[src/rtl/ram_dp_arbiter_ctrl.sv]
// Two-client req/gnt arbiter and strobe sequencer in front of an async dual-port RAM.
// Port 0 is used only for writes and port 1 only for reads; every output is registered.
module ram_dp_arbiter_ctrl #(
    parameter int DATA_WIDTH = 32,
    parameter int ADDR_WIDTH = 6,
    parameter int RAM_DEPTH  = 64
) (
    input  logic                  clk,
    input  logic                  rst,
    input  logic [1:0]            req_c,
    input  logic [1:0]            we_c,
    input  logic [ADDR_WIDTH-1:0] addr_c0,
    input  logic [ADDR_WIDTH-1:0] addr_c1,
    input  logic [DATA_WIDTH-1:0] wdata_c0,
    input  logic [DATA_WIDTH-1:0] wdata_c1,
    output logic [1:0]            gnt_c,
    output logic [1:0]            rvalid_c,
    output logic [DATA_WIDTH-1:0] rdata_c0,
    output logic [DATA_WIDTH-1:0] rdata_c1,
    output logic [1:0]            err_c,
    output logic                  busy,
    output logic [ADDR_WIDTH-1:0] ram_address_0,
    output logic [DATA_WIDTH-1:0] ram_data_0,
    output logic                  ram_cs_0,
    output logic                  ram_we_0,
    output logic                  ram_oe_0,
    output logic [ADDR_WIDTH-1:0] ram_address_1,
    output logic                  ram_cs_1,
    output logic                  ram_we_1,
    output logic                  ram_oe_1,
    input  logic [DATA_WIDTH-1:0] ram_data_1
);

    typedef enum logic [2:0] {
        IDLE,
        W_SETUP,
        W_PULSE,
        W_HOLD,
        R_SETUP,
        R_CAP,
        ERR
    } state_t;

    // One extra bit so the limit itself is representable when RAM_DEPTH == 2**ADDR_WIDTH.
    localparam logic [ADDR_WIDTH:0] DEPTH_LIM = RAM_DEPTH[ADDR_WIDTH:0];

    state_t                state_q, state_d;
    logic                  last_gnt_q, last_gnt_d;
    logic                  sel_q, sel_d;
    logic [1:0]            gnt_q, gnt_d;
    logic [1:0]            err_q, err_d;
    logic [1:0]            rvalid_q, rvalid_d;
    logic                  busy_q, busy_d;
    logic                  cs_0_q, cs_0_d;
    logic                  we_0_q, we_0_d;
    logic                  cs_1_q, cs_1_d;
    logic                  oe_1_q, oe_1_d;
    logic [ADDR_WIDTH-1:0] addr_0_q, addr_0_d;
    logic [DATA_WIDTH-1:0] data_0_q, data_0_d;
    logic [ADDR_WIDTH-1:0] addr_1_q, addr_1_d;
    logic [1:0]            cap_en;

    logic                  pick;
    logic                  pick_we;
    logic [ADDR_WIDTH-1:0] pick_addr;
    logic [DATA_WIDTH-1:0] pick_wdata;

    always_comb begin
        state_d    = state_q;
        last_gnt_d = last_gnt_q;
        sel_d      = sel_q;
        gnt_d      = 2'b00;
        err_d      = 2'b00;
        rvalid_d   = 2'b00;
        cap_en     = 2'b00;
        cs_0_d     = 1'b0;
        we_0_d     = 1'b0;
        cs_1_d     = 1'b0;
        oe_1_d     = 1'b0;
        addr_0_d   = addr_0_q;
        data_0_d   = data_0_q;
        addr_1_d   = addr_1_q;

        // With both clients requesting, the one not served last time wins.
        if (req_c == 2'b11) begin
            pick = ~last_gnt_q;
        end else begin
            pick = req_c[1];
        end
        pick_we    = pick ? we_c[1]  : we_c[0];
        pick_addr  = pick ? addr_c1  : addr_c0;
        pick_wdata = pick ? wdata_c1 : wdata_c0;

        case (state_q)
            IDLE: begin
                if (req_c != 2'b00) begin
                    sel_d       = pick;
                    last_gnt_d  = pick;
                    gnt_d[pick] = 1'b1;
                    if ({1'b0, pick_addr} >= DEPTH_LIM) begin
                        state_d     = ERR;
                        err_d[pick] = 1'b1;
                    end else if (pick_we) begin
                        state_d  = W_SETUP;
                        cs_0_d   = 1'b1;
                        addr_0_d = pick_addr;
                        data_0_d = pick_wdata;
                    end else begin
                        state_d  = R_SETUP;
                        cs_1_d   = 1'b1;
                        oe_1_d   = 1'b1;
                        addr_1_d = pick_addr;
                    end
                end
            end
            W_SETUP: begin
                state_d = W_PULSE;
                cs_0_d  = 1'b1;
                we_0_d  = 1'b1;
            end
            W_PULSE: begin
                state_d = W_HOLD;
                cs_0_d  = 1'b1;
            end
            R_SETUP: begin
                state_d = R_CAP;
                cs_1_d  = 1'b1;
                oe_1_d  = 1'b1;
            end
            R_CAP: begin
                state_d         = IDLE;
                rvalid_d[sel_q] = 1'b1;
                cap_en[sel_q]   = 1'b1;
            end
            default: begin
                state_d = IDLE;
            end
        endcase

        busy_d = (state_d != IDLE);
    end

    always_ff @(posedge clk or posedge rst) begin
        if (rst) begin
            state_q    <= IDLE;
            last_gnt_q <= 1'b1;
            sel_q      <= 1'b0;
            gnt_q      <= 2'b00;
            err_q      <= 2'b00;
            rvalid_q   <= 2'b00;
            busy_q     <= 1'b0;
            cs_0_q     <= 1'b0;
            we_0_q     <= 1'b0;
            cs_1_q     <= 1'b0;
            oe_1_q     <= 1'b0;
            addr_0_q   <= '0;
            data_0_q   <= '0;
            addr_1_q   <= '0;
        end else begin
            state_q    <= state_d;
            last_gnt_q <= last_gnt_d;
            sel_q      <= sel_d;
            gnt_q      <= gnt_d;
            err_q      <= err_d;
            rvalid_q   <= rvalid_d;
            busy_q     <= busy_d;
            cs_0_q     <= cs_0_d;
            we_0_q     <= we_0_d;
            cs_1_q     <= cs_1_d;
            oe_1_q     <= oe_1_d;
            addr_0_q   <= addr_0_d;
            data_0_q   <= data_0_d;
            addr_1_q   <= addr_1_d;
        end
    end

    // Per-client read-data holding registers, loaded only when that client's read completes.
    for (genvar gi = 0; gi < 2; gi++) begin : g_rdata
        logic [DATA_WIDTH-1:0] rdata_q, rdata_d;

        always_comb begin
            rdata_d = cap_en[gi] ? ram_data_1 : rdata_q;
        end

        always_ff @(posedge clk or posedge rst) begin
            if (rst) begin
                rdata_q <= '0;
            end else begin
                rdata_q <= rdata_d;
            end
        end
    end

    assign gnt_c         = gnt_q;
    assign err_c         = err_q;
    assign rvalid_c      = rvalid_q;
    assign busy          = busy_q;
    assign rdata_c0      = g_rdata[0].rdata_q;
    assign rdata_c1      = g_rdata[1].rdata_q;
    assign ram_address_0 = addr_0_q;
    assign ram_data_0    = data_0_q;
    assign ram_cs_0      = cs_0_q;
    assign ram_we_0      = we_0_q;
    assign ram_oe_0      = 1'b0;
    assign ram_address_1 = addr_1_q;
    assign ram_cs_1      = cs_1_q;
    assign ram_we_1      = 1'b0;
    assign ram_oe_1      = oe_1_q;

endmodule

[config.mk]
export PLATFORM = sky130hd
export DESIGN_NAME = ram_dp_arbiter_ctrl
export DESIGN_NICKNAME = d
export VERILOG_FILES = /design/src/rtl/ram_dp_arbiter_ctrl.sv
export SDC_FILE = /design/constraint.sdc
export NUM_CORES = 1
export LEC_CHECK = 0
export BUFFER_PORTS_ARGS = -buffer_cell sky130_fd_sc_hd__buf_4
export CORE_MARGIN = 2
export CORE_UTILIZATION = 50
export DETAILED_ROUTE_END_ITERATION = 8
export HOLD_SLACK_MARGIN = 0.02
export PLACE_DENSITY = 0.85
export SLEW_MARGIN = 20
export SYNTH_ARGS = -nofsm -noshare
export SYNTH_HDL_FRONTEND = slang
export SYNTH_SLANG_ARGS = --single-unit
[constraint.sdc]
create_clock -name clk -period 5.9 [get_ports clk]
set_input_delay 0.295 -clock clk [delete_from_list [all_inputs] [get_ports clk]]
set_output_delay 0.295 -clock clk [all_outputs]
set_load 0.02 [all_outputs]
==> results_dict.tcl, run 1 <==
set metrics [dict create \
    drive_gt1_share_pct 67.8 \
    grt_overflow_total 0 \
    synth-seq-cells 121 \
    crit_path_end_kind "register" \
    crit_type "register to register" \
    ctsHoldBuffers 14 \
    synthCells 316 \
    fin_crit_sh_pct 37.9 \
    maxSlewViolCount 0 \
    final_antenna_net_count 0 \
    critPathLaunchType "register" \
    power_density_nw_per_um2 582 \
    area_delta_synth_final_pct 50.7 \
    yosysWarningCount 0 \
    htree_levels 4 \
    finalNetCount 678 \
    cts_tree "built" \
    fp.coreArea_sq_um 9730 \
    dpl_cell_area_sq_um 6810 \
    place_ws_ps 3460 \
    route.detailed.drc 0 \
    design_area_sq_um 7530 \
    cp.required_ps 6270 \
    leakage_nw 3.55 \
    max_slew_margin_pct 34.6 \
    grt_pass1_wl_microns 20300 \
    ioPinCount 235 \
    timing.fmax_mhz 447 \
    finClkSkew_ps 9.60 \
    worst-path-stages 5 \
    path_cells "nor3_4 > o21ai_1 > nor2_4 > buf_16 > mux2_1" \
    drtPass1Iterations 4 \
    crit_slowest_cell "nor2_4" \
    hold_class "primary input to register" \
    layout_commonest_cell "buf_4" \
    netlist_area_sq_um 5000 \
    postCtsSetupRepairBufs 0 \
    syn_area_per_cell_sq_um 15.8 \
    setup_tns_ps 0 \
    yosys.cell_types.count 30 \
    worst_slack_ps 3660 \
    rsz0062_at_grt "no" \
    synth_top_area_share_pct 60.1 \
    port_buffers 230 \
    status "complete, no violations" \
    dp_hpwl_microns 8530 \
    final_cell_mix "232 x buf_4, 126 x mux2_2, 120 x dfrtp_1, 20 x mux2_1, 16 x clkbuf_16" \
    grt_use_total_pct 23.8 \
    hold_viol_final 0 \
    diodes 0 \
    grt_max_degree 75 \
    via_per_inst 4.93 \
    grt_antenna_before_repair 0 \
    initial_core_util_pct 51.4 \
    yosys.area.top_type "dfrtp_1" \
    setup_viol 0 \
    cp_top_family "simple AND/OR/NAND/NOR gates" \
    wl_microns 12300 \
    die_x_microns 104 \
    drtIter0Drc 121 \
    clk_path_buf_depth 2 \
    die_y_microns 104 \
    layout_min_cycle_time_ps 2240 \
    synthTopCellsByArea "dfrtp_1 60%, mux2_2 28%, mux2_1 4.5%" \
    reg2reg_depth 5 \
    yosysSeqAreaShare_pct 60.6 \
    min_path_cells 2 \
    cp_max_fo 23 \
    dieArea_sq_um 10800 \
    clock_latency_ps 500 \
    clkSlewWorstSetupHoldPaths_ps 50 \
    power_w 0.00438 \
    avgRoutedWirePerCell_microns 17.3 \
    place_congestion 0.796 \
    worstMarginPinSlew_ps 979 \
    via_count 3503 \
    peakVddDrop_mv 0.424 \
    hold_ws_ps 41.3 \
    rows 36 \
    cts_buffers 17 \
    critPathArrivalTime_ps 2610 \
    cap_violations 0 \
    grt_pass1_vias 3946 \
    crit_buf_inv 1 \
    max_stage_delay_ps 510 \
    ctsResizeCount 0 \
    clockRootBuffer "clkbuf_8" \
    cts_sinks 121 \
]
[report_power, final]
part	internal (W)	leakage, nW	switching, W
Clock	0.000634	0.269	0.000328
Combinational	0.000948	1.85	0.000972
Sequential	0.00125	1.43	0.000249
[routing by layer]
layer	GRT usage, %	routed length (microns)
met2	41.7	6550
met5	0	0
met4	7.24	78
met1	26.6	4600
met3	9.52	1050
[metrics by stage]
| step | util [%] | instances |
|---|---|---|
| 2_1_floorplan | - | 319 |
| 4_1_cts | 77.1 | 709 |
| 3_3_place_gp | 70.0 | 663 |
| 3_5_place_dp | 70.0 | 663 |
| 5_1_grt | 77.4 | 710 |
| 6_report | 77.4 | 710 |
[final timing paths]
path                                 from              to  slack [ps]
setup reg to reg               state_q[0]  ram_data_0[18]        3660
hold / removal             ram_data_1[20]    rdata_c1[20]          40
setup / recovery               state_q[0]  ram_data_0[18]        3660
hold reg to reg            ram_data_0[14]  ram_data_0[14]         480
max in group asynchronous             rst   ram_data_0[7]        4090
min in group asynchronous             rst     rdata_c0[4]         430
[Yosys cell counts]
library cell    n
nor3b_1         1
buf_4           6
nor2_2          1
a21o_1          1
inv_1           3
nand2_1         1
nor2b_1         1
nand3_1         1
dfrtp_1       120
nor2_1          3
buf_6           2
a31oi_1         1
a21oi_1         1
clkbuf_1        2
buf_1           1
xnor2_1         2
buf_2          10
o21ai_1         1
mux2i_2         1
conb_1          1
o211ai_2        1
nor3_4          1
and2_1          1
dfstp_2         1
mux2_1         20
o21ai_0         2
o221ai_1        1
a21boi_4        1
mux2_2        126
o22ai_1         2
[kinds of logic (layout without fill, tap and decap cells)]
family / after synthesis / count (layout) / share of synthesized area (%)
flip-flops: 121 / 121 / 60.6
XOR/XNOR: 2 / 2 / 0.351
other: 1 / 4 / 0.0750
AO/OA/AOI/OAI: 11 / 11 / 1.73
multiplexers: 147 / 147 / 33.2
buffers and inverters: 24 / 282 / 2.80
AND/OR/NAND/NOR: 10 / 10 / 1.25
[flip-flops by register name, indices dropped and copies added (netlist names)]
signal,flops
ram_address_1,6
state_q,3
rdata_c1,32
rvalid_c,2
last_gnt_q,1
gnt_c,2
sel_q,1
ram_cs_0,1
ram_address_0,6
ram_we_0,1
ram_oe_1,1
busy,1
rdata_c0,32
ram_data_0,32
[cell type report]
type | instances | area, sq um
Sequential cell | 121 | 3030
Fill cell | 626 | 2200
Clock buffer | 29 | 489
Timing Repair Buffer | 247 | 1910
Inverter | 3 | 13.8
Multi-Input combinational cell | 174 | 1860
Tap cell | 133 | 166
Clock inverter | 3 | 65.1
Note: power is estimated with default switching activity, not from simulation.
==> inputs of run 2 (changes only) <==
Settings changed: ABC_AREA from default to 1, CORE_UTILIZATION 50 to 47, PLACE_DENSITY 0.85 to 0.81.
Clock period 5.9 ns to 2.2 ns, I/O delays scaled along.
==> results_dict.tcl, run 2 <==
set metrics [dict create \
    status "complete, no violations" \
    grt_pass1_vias 5682 \
    cpMostUsedCell "nand2_1" \
    final_antenna_net_count 0 \
    crit_type "register to register" \
    via_per_inst 5.07 \
    synth-edff-count 0 \
    hold_class "primary input to register" \
    drtIter0Drc 453 \
    min_from "we_c[0]" \
    netlist_area_sq_um 5040 \
    timing.fmax_mhz 490 \
    yosys-top-cells-count "318 x nand2_1, 120 x dfrtp_1, 65 x o21ai_0, 45 x inv_1, 13 x buf_2" \
    clockRootBuffer "clkbuf_8" \
    max_stage_delay_ps 590 \
    critPathLaunchType "register" \
    cts_sinks 121 \
    setup_tns_ps 0 \
    yosysWarningCount 0 \
    grt_use_met2_pct 52.6 \
    die_y_microns 108 \
    avgRoutedWirePerCell_microns 16.0 \
    rsz0062_at_grt "no" \
    wl_microns 17500 \
    finClkSkew_ps 6.05 \
    synthTopCellsByArea "dfrtp_1 60%, nand2_1 24%, o21ai_0 6.5%" \
    drtPass1Iterations 5 \
    htree_levels 4 \
    path_cells "nand2_1 > nand2_2 > buf_6 > nand2_1 > nand2_1 > dlygate4sd3_1 > nand2_1 > nand2_1" \
    clkSlewWorstSetupHoldPaths_ps 60 \
    layout_commonest_cell "nand2_1" \
    use_met1_pct 36.3 \
    syn_area_per_cell_sq_um 8.32 \
    power_density_nw_per_um2 1410 \
    dieArea_sq_um 11600 \
    use_met3_pct 9.32 \
    reg2reg_depth 8 \
    synth_async_sr_flop_share_pct 100 \
    place_congestion 0.768 \
    synthCells 606 \
    clk_path_buf_depth 2 \
    hold-path-endpoint "ram_address_1[4]" \
    grt_max_degree 67 \
    grt_overflow_total 0 \
    critPathArrivalTime_ps 2490 \
    dp_hpwl_microns 9570 \
    grt_pass1_wl_microns 27600 \
    rr_endpoint "ram_address_0[3]" \
    worstMarginPinSlew_ps 650 \
    cp.required_ps 2650 \
    rows 37 \
    layout_min_cycle_time_ps 2040 \
    port_buffers 230 \
    cap_violations 0 \
    synthFlopType "dfrtp_1" \
    clock_latency_ps 510 \
    rrSetupSlack_ps 160 \
    peakVddDrop_mv 0.810 \
    initial_core_util_pct 48.6 \
    finalNetCount 1057 \
    area_delta_synth_final_pct 70.0 \
    fp.coreArea_sq_um 10400 \
    ioPinCount 235 \
    min_path_cells 6 \
    hold_viol_final 0 \
    diodes 0 \
    grt_use_total_pct 31.2 \
    yosys.area.top_type "dfrtp_1" \
    fin_crit_sh_pct 92.7 \
    r2r-start "last_gnt_q" \
    cts_buffers 17 \
    route.detailed.drc 0 \
    busiest_layer "met2" \
    cp_max_fo 38 \
    yosysSeqAreaShare_pct 60.1 \
    grt_antenna_before_repair 0 \
    max_slew_margin_pct 56.6 \
    leakage_nw 4.78 \
    dp.cells 947 \
    yosys.cell_types.count 19 \
    drive_gt1_share_pct 29.2 \
    synth_top_area_share_pct 59.6 \
    cts_tree "built" \
    die_x_microns 108 \
    final_cell_mix "318 x nand2_1, 234 x buf_4, 120 x dfrtp_1, 112 x dlygate4sd3_1, 65 x o21ai_0" \
    synth-seq-cells 121 \
    crit_path_end_kind "register" \
    fin_cells 1091 \
    setup_viol 0 \
    crit_slowest_cell "dlygate4sd3_1" \
    yosysMostFrequentCell "nand2_1" \
    maxSlewViolCount 0 \
    final_util_pct 82.7 \
    via_count 5534 \
]
## run 2: final cells by class
cell class,count,area [sq um]
flip-flops and latches,121,3030
well taps,136,170
inverters,46,180
fillers,549,1800
repair buffers,350,2940
clock buffers,23,477
multi-input cells,407,1660
clock inverters,8,118
## run 2: what timing repair did
item,4_1_cts,5_1_grt
hold endpoints to repair,138,0
gates resized for setup,0,3
buffers inserted,0,1
hold buffers,112,0
endpoints found under the setup margin,0,33
## run 2: worst max path at each step
stage | from | endpoint | slack (ps) | cells after the start
2_1_floorplan | rst | busy | 610 | 1
3_3_place_gp | last_gnt_q | busy | 610 | 8
3_5_place_dp | last_gnt_q | ram_data_0[26] | 500 | 8
4_1_cts | last_gnt_q | ram_address_1[0] | 70 | 9
5_1_grt | last_gnt_q | ram_data_0[6] | 40 | 8
6_report | last_gnt_q | ram_address_0[3] | 160 | 8
## run 2: per-layer routing
| metal | vias up | part of all wire [%] |
|---|---|---|
| li1 | 2503 | - |
| met1 | 2624 | 37 |
| met2 | 349 | 50 |
| met3 | 58 | 9.1 |
| met4 | 0 | 3.7 |
| met5 | - | 0 |
## run 2: kinds of logic (layout without fill, tap and decap cells)
group	count (synthesis)	count (layout)	synth area share, %
AND/OR/NAND/NOR	338	338	25.9
flip-flops	121	121	60.1
buffers and inverters	81	427	7.47
AO/OA/AOI/OAI	65	65	6.45
other	1	4	0.0744
## run 2: where the power goes
group	switching, W	leakage [nW]	total (W)	internal [W]
Sequential	0.000699	1.48	0.00400	0.00330
Clock	0.000944	0.294	0.00277	0.00183
Combinational	0.00306	3.01	0.00527	0.00221
## run 2: critical path, delay by kind of cell (launching register included)
kind,cells,cell delay [ps]
flip-flops,1,520
buffers and inverters,2,880
AND/OR/NAND/NOR,6,560
## run 2: stage by stage
step | area, sq um | hold slack (ps) | power [W] | setup slack [ps]
after floorplan | 5060 | 269 | 0.00653 | 607
after global placement | 6840 | 230 | 0.00863 | 611
after detailed placement | 6840 | 237 | 0.00880 | 504
after CTS | 8550 | 73.3 | 0.0119 | 66.3
after global routing | 8570 | 90.5 | 0.0127 | 36.1
final | 8570 | 102 | 0.0120 | 161
